[config.mk]
export PLATFORM = sky130hd
export DESIGN_NAME = mpsoc_spram_arbiter
export DESIGN_NICKNAME = d
export VERILOG_FILES = /design/src/rtl/mpsoc_spram_arbiter.sv
export SDC_FILE = /design/constraint.sdc
export NUM_CORES = 1
export LEC_CHECK = 0
export BUFFER_PORTS_ARGS = -buffer_cell sky130_fd_sc_hd__buf_2
export CAP_MARGIN = 20
export CORE_AREA = 2 2 324 326
export CTS_BUF_LIST = sky130_fd_sc_hd__clkbuf_16
export DETAILED_ROUTE_END_ITERATION = 10
export DIE_AREA = 0 0 326 328
export HOLD_SLACK_MARGIN = 0.15
export SETUP_SLACK_MARGIN = 0.4
export SLEW_MARGIN = 10
export SYNTH_ARGS = -nofsm -noshare
export SYNTH_HDL_FRONTEND = slang
export SYNTH_SLANG_ARGS = --single-unit
[constraint.sdc]
create_clock -name clk_i -period 4 [get_ports clk_i]
set_clock_uncertainty 0.05 [all_clocks]
set_input_delay 0.4 -clock clk_i [delete_from_list [all_inputs] [get_ports clk_i]]
set_output_delay 0.4 -clock clk_i [all_outputs]
set_load 0.05 [all_outputs]
[src/rtl/mpsoc_spram_arbiter.sv]
// Round-robin arbiter sharing one single-port SRAM among NUM_PORTS requesters,
// with per-port burst locking bounded by MAX_LOCK consecutive grants.
module mpsoc_spram_arbiter #(
  parameter int NUM_PORTS  = 4,
  parameter int ADDR_WIDTH = 64,
  parameter int DATA_WIDTH = 64,
  parameter int MAX_LOCK   = 16
) (
  input  logic                                clk_i,
  input  logic                                rst_i,
  input  logic [NUM_PORTS-1:0]                req_i,
  input  logic [NUM_PORTS-1:0]                we_i,
  input  logic [NUM_PORTS-1:0]                lock_i,
  input  logic [NUM_PORTS*ADDR_WIDTH-1:0]     addr_i,
  input  logic [NUM_PORTS*DATA_WIDTH/8-1:0]   be_i,
  input  logic [NUM_PORTS*DATA_WIDTH-1:0]     wdata_i,
  output logic [NUM_PORTS-1:0]                gnt_o,
  output logic [NUM_PORTS-1:0]                rvalid_o,
  output logic [DATA_WIDTH-1:0]               rdata_o,
  output logic                                mem_req_o,
  output logic                                mem_we_o,
  output logic [ADDR_WIDTH-1:0]               mem_addr_o,
  output logic [DATA_WIDTH/8-1:0]             mem_be_o,
  output logic [DATA_WIDTH-1:0]               mem_data_o,
  input  logic [DATA_WIDTH-1:0]               mem_data_i
);

  localparam int PW = (NUM_PORTS > 1) ? $clog2(NUM_PORTS) : 1;
  localparam int CW = $clog2(MAX_LOCK + 1);
  localparam int BW = DATA_WIDTH / 8;

  localparam logic [0:0] ST_UNLOCKED = 1'b0;
  localparam logic [0:0] ST_LOCKED   = 1'b1;

  logic [0:0]           state_q, state_d;
  logic [PW-1:0]        rr_ptr_q, rr_ptr_d;
  logic [PW-1:0]        owner_q, owner_d;
  logic [CW-1:0]        lock_cnt_q, lock_cnt_d;
  logic [NUM_PORTS-1:0] rvalid_q, rvalid_d;

  logic                 forced;
  logic                 arb;
  logic                 found;
  logic [PW-1:0]        sel;
  logic [PW-1:0]        sel_next;
  logic [PW-1:0]        owner_next;

  // A forced release re-arbitrates in the same cycle, starting after the owner.
  assign forced = (state_q == ST_LOCKED) && (lock_cnt_q == CW'(MAX_LOCK));
  assign arb    = (state_q == ST_UNLOCKED) || forced;

  always_comb begin
    found = 1'b0;
    sel   = '0;
    if (arb) begin
      for (int i = 0; i < NUM_PORTS; i++) begin
        if (!found && req_i[(int'(rr_ptr_q) + i) % NUM_PORTS]) begin
          found = 1'b1;
          sel   = PW'((int'(rr_ptr_q) + i) % NUM_PORTS);
        end
      end
    end else begin
      sel   = owner_q;
      found = req_i[owner_q];
    end
  end

  always_comb begin
    gnt_o = '0;
    if (found) gnt_o[sel] = 1'b1;
  end

  assign sel_next   = (sel == PW'(NUM_PORTS - 1)) ? '0 : sel + PW'(1);
  assign owner_next = (owner_q == PW'(NUM_PORTS - 1)) ? '0 : owner_q + PW'(1);

  always_comb begin
    state_d    = state_q;
    rr_ptr_d   = rr_ptr_q;
    owner_d    = owner_q;
    lock_cnt_d = lock_cnt_q;
    if (arb && found) begin
      rr_ptr_d = sel_next;
      if (lock_i[sel]) begin
        state_d    = ST_LOCKED;
        owner_d    = sel;
        lock_cnt_d = CW'(1);
      end else begin
        state_d    = ST_UNLOCKED;
        lock_cnt_d = '0;
      end
    end else if (state_q == ST_LOCKED) begin
      if (found && !forced) lock_cnt_d = lock_cnt_q + CW'(1);
      if (!lock_i[owner_q]) begin
        state_d    = ST_UNLOCKED;
        lock_cnt_d = '0;
        rr_ptr_d   = owner_next;
      end
    end
  end

  assign rvalid_d = gnt_o & ~we_i;

  always_ff @(posedge clk_i or posedge rst_i) begin
    if (rst_i) begin
      state_q    <= ST_UNLOCKED;
      rr_ptr_q   <= '0;
      owner_q    <= '0;
      lock_cnt_q <= '0;
      rvalid_q   <= '0;
    end else begin
      state_q    <= state_d;
      rr_ptr_q   <= rr_ptr_d;
      owner_q    <= owner_d;
      lock_cnt_q <= lock_cnt_d;
      rvalid_q   <= rvalid_d;
    end
  end

  always_comb begin
    mem_req_o  = 1'b0;
    mem_we_o   = 1'b0;
    mem_addr_o = '0;
    mem_be_o   = '0;
    mem_data_o = '0;
    if (found) begin
      mem_req_o  = 1'b1;
      mem_we_o   = we_i[sel];
      mem_addr_o = addr_i[int'(sel)*ADDR_WIDTH +: ADDR_WIDTH];
      mem_be_o   = be_i[int'(sel)*BW +: BW];
      mem_data_o = wdata_i[int'(sel)*DATA_WIDTH +: DATA_WIDTH];
    end
  end

  assign rvalid_o = rvalid_q;
  assign rdata_o  = mem_data_i;

endmodule

==> metrics <==
status completed; R2R cell count 12; worst-case headroom to the max-slew limit approximately a third; Crit. End Element primary output; Power Density 1060 nW/um2; global-route wire length before repair 70,700 um; yosys warns 0; TritonRoute pass-1 iters 5; async set-or-reset flop fraction in the synthesized netlist 100%; vias per cell 3.10; Die Wd 326 um; RSZ-0062 raised after global routing no; # nets final 1,878; Synth-to-Final Area Change 87.3%; Yosys reg bits 14; Starting Density 5.37%; final setup TNS 0 ns; Final setup viols 0; Post-synth EDFFs 0; Layout Utilization 10.1%; Final Hold Fails 0; VDD IR max 0.516 mV; register area share after synthesis around 6.3%; die area approximately 110,000 um2; final worst-path cycle share 86.6%; hpwl dp 51,300 um; Critical Path AT 3.02 ns; Fmax a little under 300 MHz; worst reg2reg setup slack 1.40 ns; layout cells sized above 1 60.0%; cell row count 118; initial antenna violation count 60; vias in the first global route 7,877; mapped cell area 5540 um2; Syn Area/Cell 8.66 um2; crit path max fanout 50; I/O pins 832; GRT Util Overall 9.85%; Clock Sinks 14; Syn Inst Count between 600 and 700; syn_nets about 1.3k; fin crit period 3.47 ns; Main synth FF type dfrtp_1; starting DRC count in detailed routing 372; max-slew violation total from the final report 0; clock root cell clkbuf_16; worst-margin pin slew 0.973 ns; routed len/inst 21.4 um; Post-route DRC 0; worst hold-check path type primary input to asynchronous set/reset pin; GP Congestion ~0.94; Hold Buf Count CTS 0; Worst setup SP type register; Die Y 328 um; grt total ovfl 0; H-tree depth 1; CTS tree yes; port bufs 703; worst reg2reg endpoint rvalid_o[3]; CORE AREA 103,000 um2; worst r2r src lock_cnt_q[0]; clock-pin slew on the worst setup and hold paths 0.06 ns; clk_lat worst skew approximately 0.26 ns; pin count of the biggest net entering global routing 74; TritonCTS buffer count 3; wirelength, routed 56,600 um; Routed Antenna Nets 0; Leak Pwr 0.00574 uW; required time worst endpoint 3.55 ns; commonest non-fill, non-tap cell in the layout buf_2; CP Class register to primary output; synth unique cells 39; Max Cap Viol 0; most frequent cells in the layout buf_2, mux2i_1, o22ai_1, buf_4, dfrtp_1; Max clock buf depth 2; via count 8,196
state kept, by name, indices dropped and copies added, names as in the netlist:
name        count
lock_cnt_q      5
owner_q         2
rr_ptr_q        2
rvalid_o        4
state_q         1
critical path, cell delays in order (launching register included):
cell and delay [ns]:
dfrtp_1 0.42, inv_1 0.08, ha_1 0.19, nand4bb_4 0.12, and2_2 0.27, nand2_1 0.10, o21a_4 0.18, buf_4 0.14
buf_16 0.24, buf_6 0.23, mux2i_1 0.09, o22ai_1 0.33, buf_4 0.27
power by group:
group,switching [uW],internal [uW]
logic,7560,3040
clock network,75.6,133
registers,51.7,189
total,7690,3370
metal layers:
layer	share of wire (%)	vias up	global-route usage [%]	routed length (um)
met2	50	680	18.1	28300
met1	33	3715	9.88	18900
met4	2.9	14	1.87	1660
met5	0.16	-	0	91
met3	14	115	5.18	7660
li1	-	3672	-	-
cell usage after synthesis (all sizes together), types with 4 or more instances:
master,count,area share (%)
nor2,9,0.61
buf,115,17
inv,9,0.61
nand2,10,0.68
dfrtp,14,6.3
ha,4,0.90
mux2i,277,50
o22ai,138,16
a31oi,5,0.68
nand3,5,0.45
o21ai,10,0.90
clkbuf,12,0.81
nor3,4,0.36
repair_timing:
| item | CTS | global route |
|---|---|---|
| gates cloned | 1 | 0 |
| setup endpoints to repair | 13 | 7 |
| setup buffers | 4 | 0 |
| pin swaps | 0 | 0 |
| resized for setup | 5 | 8 |
kinds of logic after synthesis:
| logic type | share of synthesized area (%) |
|---|---|
| AO/OA/AOI/OAI | 19.3 |
| adder cells (fa/ha/maj) | 0.903 |
| buffers and inverters | 18.7 |
| flip-flops | 6.32 |
| multiplexers | 51.0 |
| AND/OR/NAND/NOR | 3.77 |
final cells by class:
type                            count  area (um2)
Multi-Input combinational cell    490        4210
Fill cell                       12000       92800
Timing Repair Buffer              734        3950
Clock buffer                        3        75.1
Sequential cell                    14         350
Clock inverter                      1        3.75
Antenna cell                       15        37.5
Inverter                            9        33.8
Tap cell                         1380        1730
how the worst max path moves through the flow:
stage	slack, ns	cells after the start	to	start
after global routing	0.42	11	mem_data_o[14]	lock_cnt_q[0]
after CTS	0.39	11	mem_data_o[14]	lock_cnt_q[0]
after floorplan	0.99	11	mem_addr_o[63]	lock_cnt_q[0]
after global placement	0.19	11	mem_data_o[14]	lock_cnt_q[1]
final	0.53	12	mem_addr_o[45]	lock_cnt_q[0]
after detailed placement	0.18	11	mem_data_o[14]	lock_cnt_q[0]
stage by stage:
stage	area [um2]	power (uW)	setup WS, ns	cells	hold WS, ns
5_1_grt	10400	11700	0.421	2640	0.282
3_5_place_dp	10100	10800	0.180	2622	0.501
3_3_place_gp	10100	10800	0.187	2622	0.505
2_1_floorplan	5540	8190	0.995	640	0.239
4_1_cts	10300	11200	0.391	2631	0.251
6_report	10400	11100	0.535	2646	0.221
No activity file was read; power rests on OpenSTA's default activity.
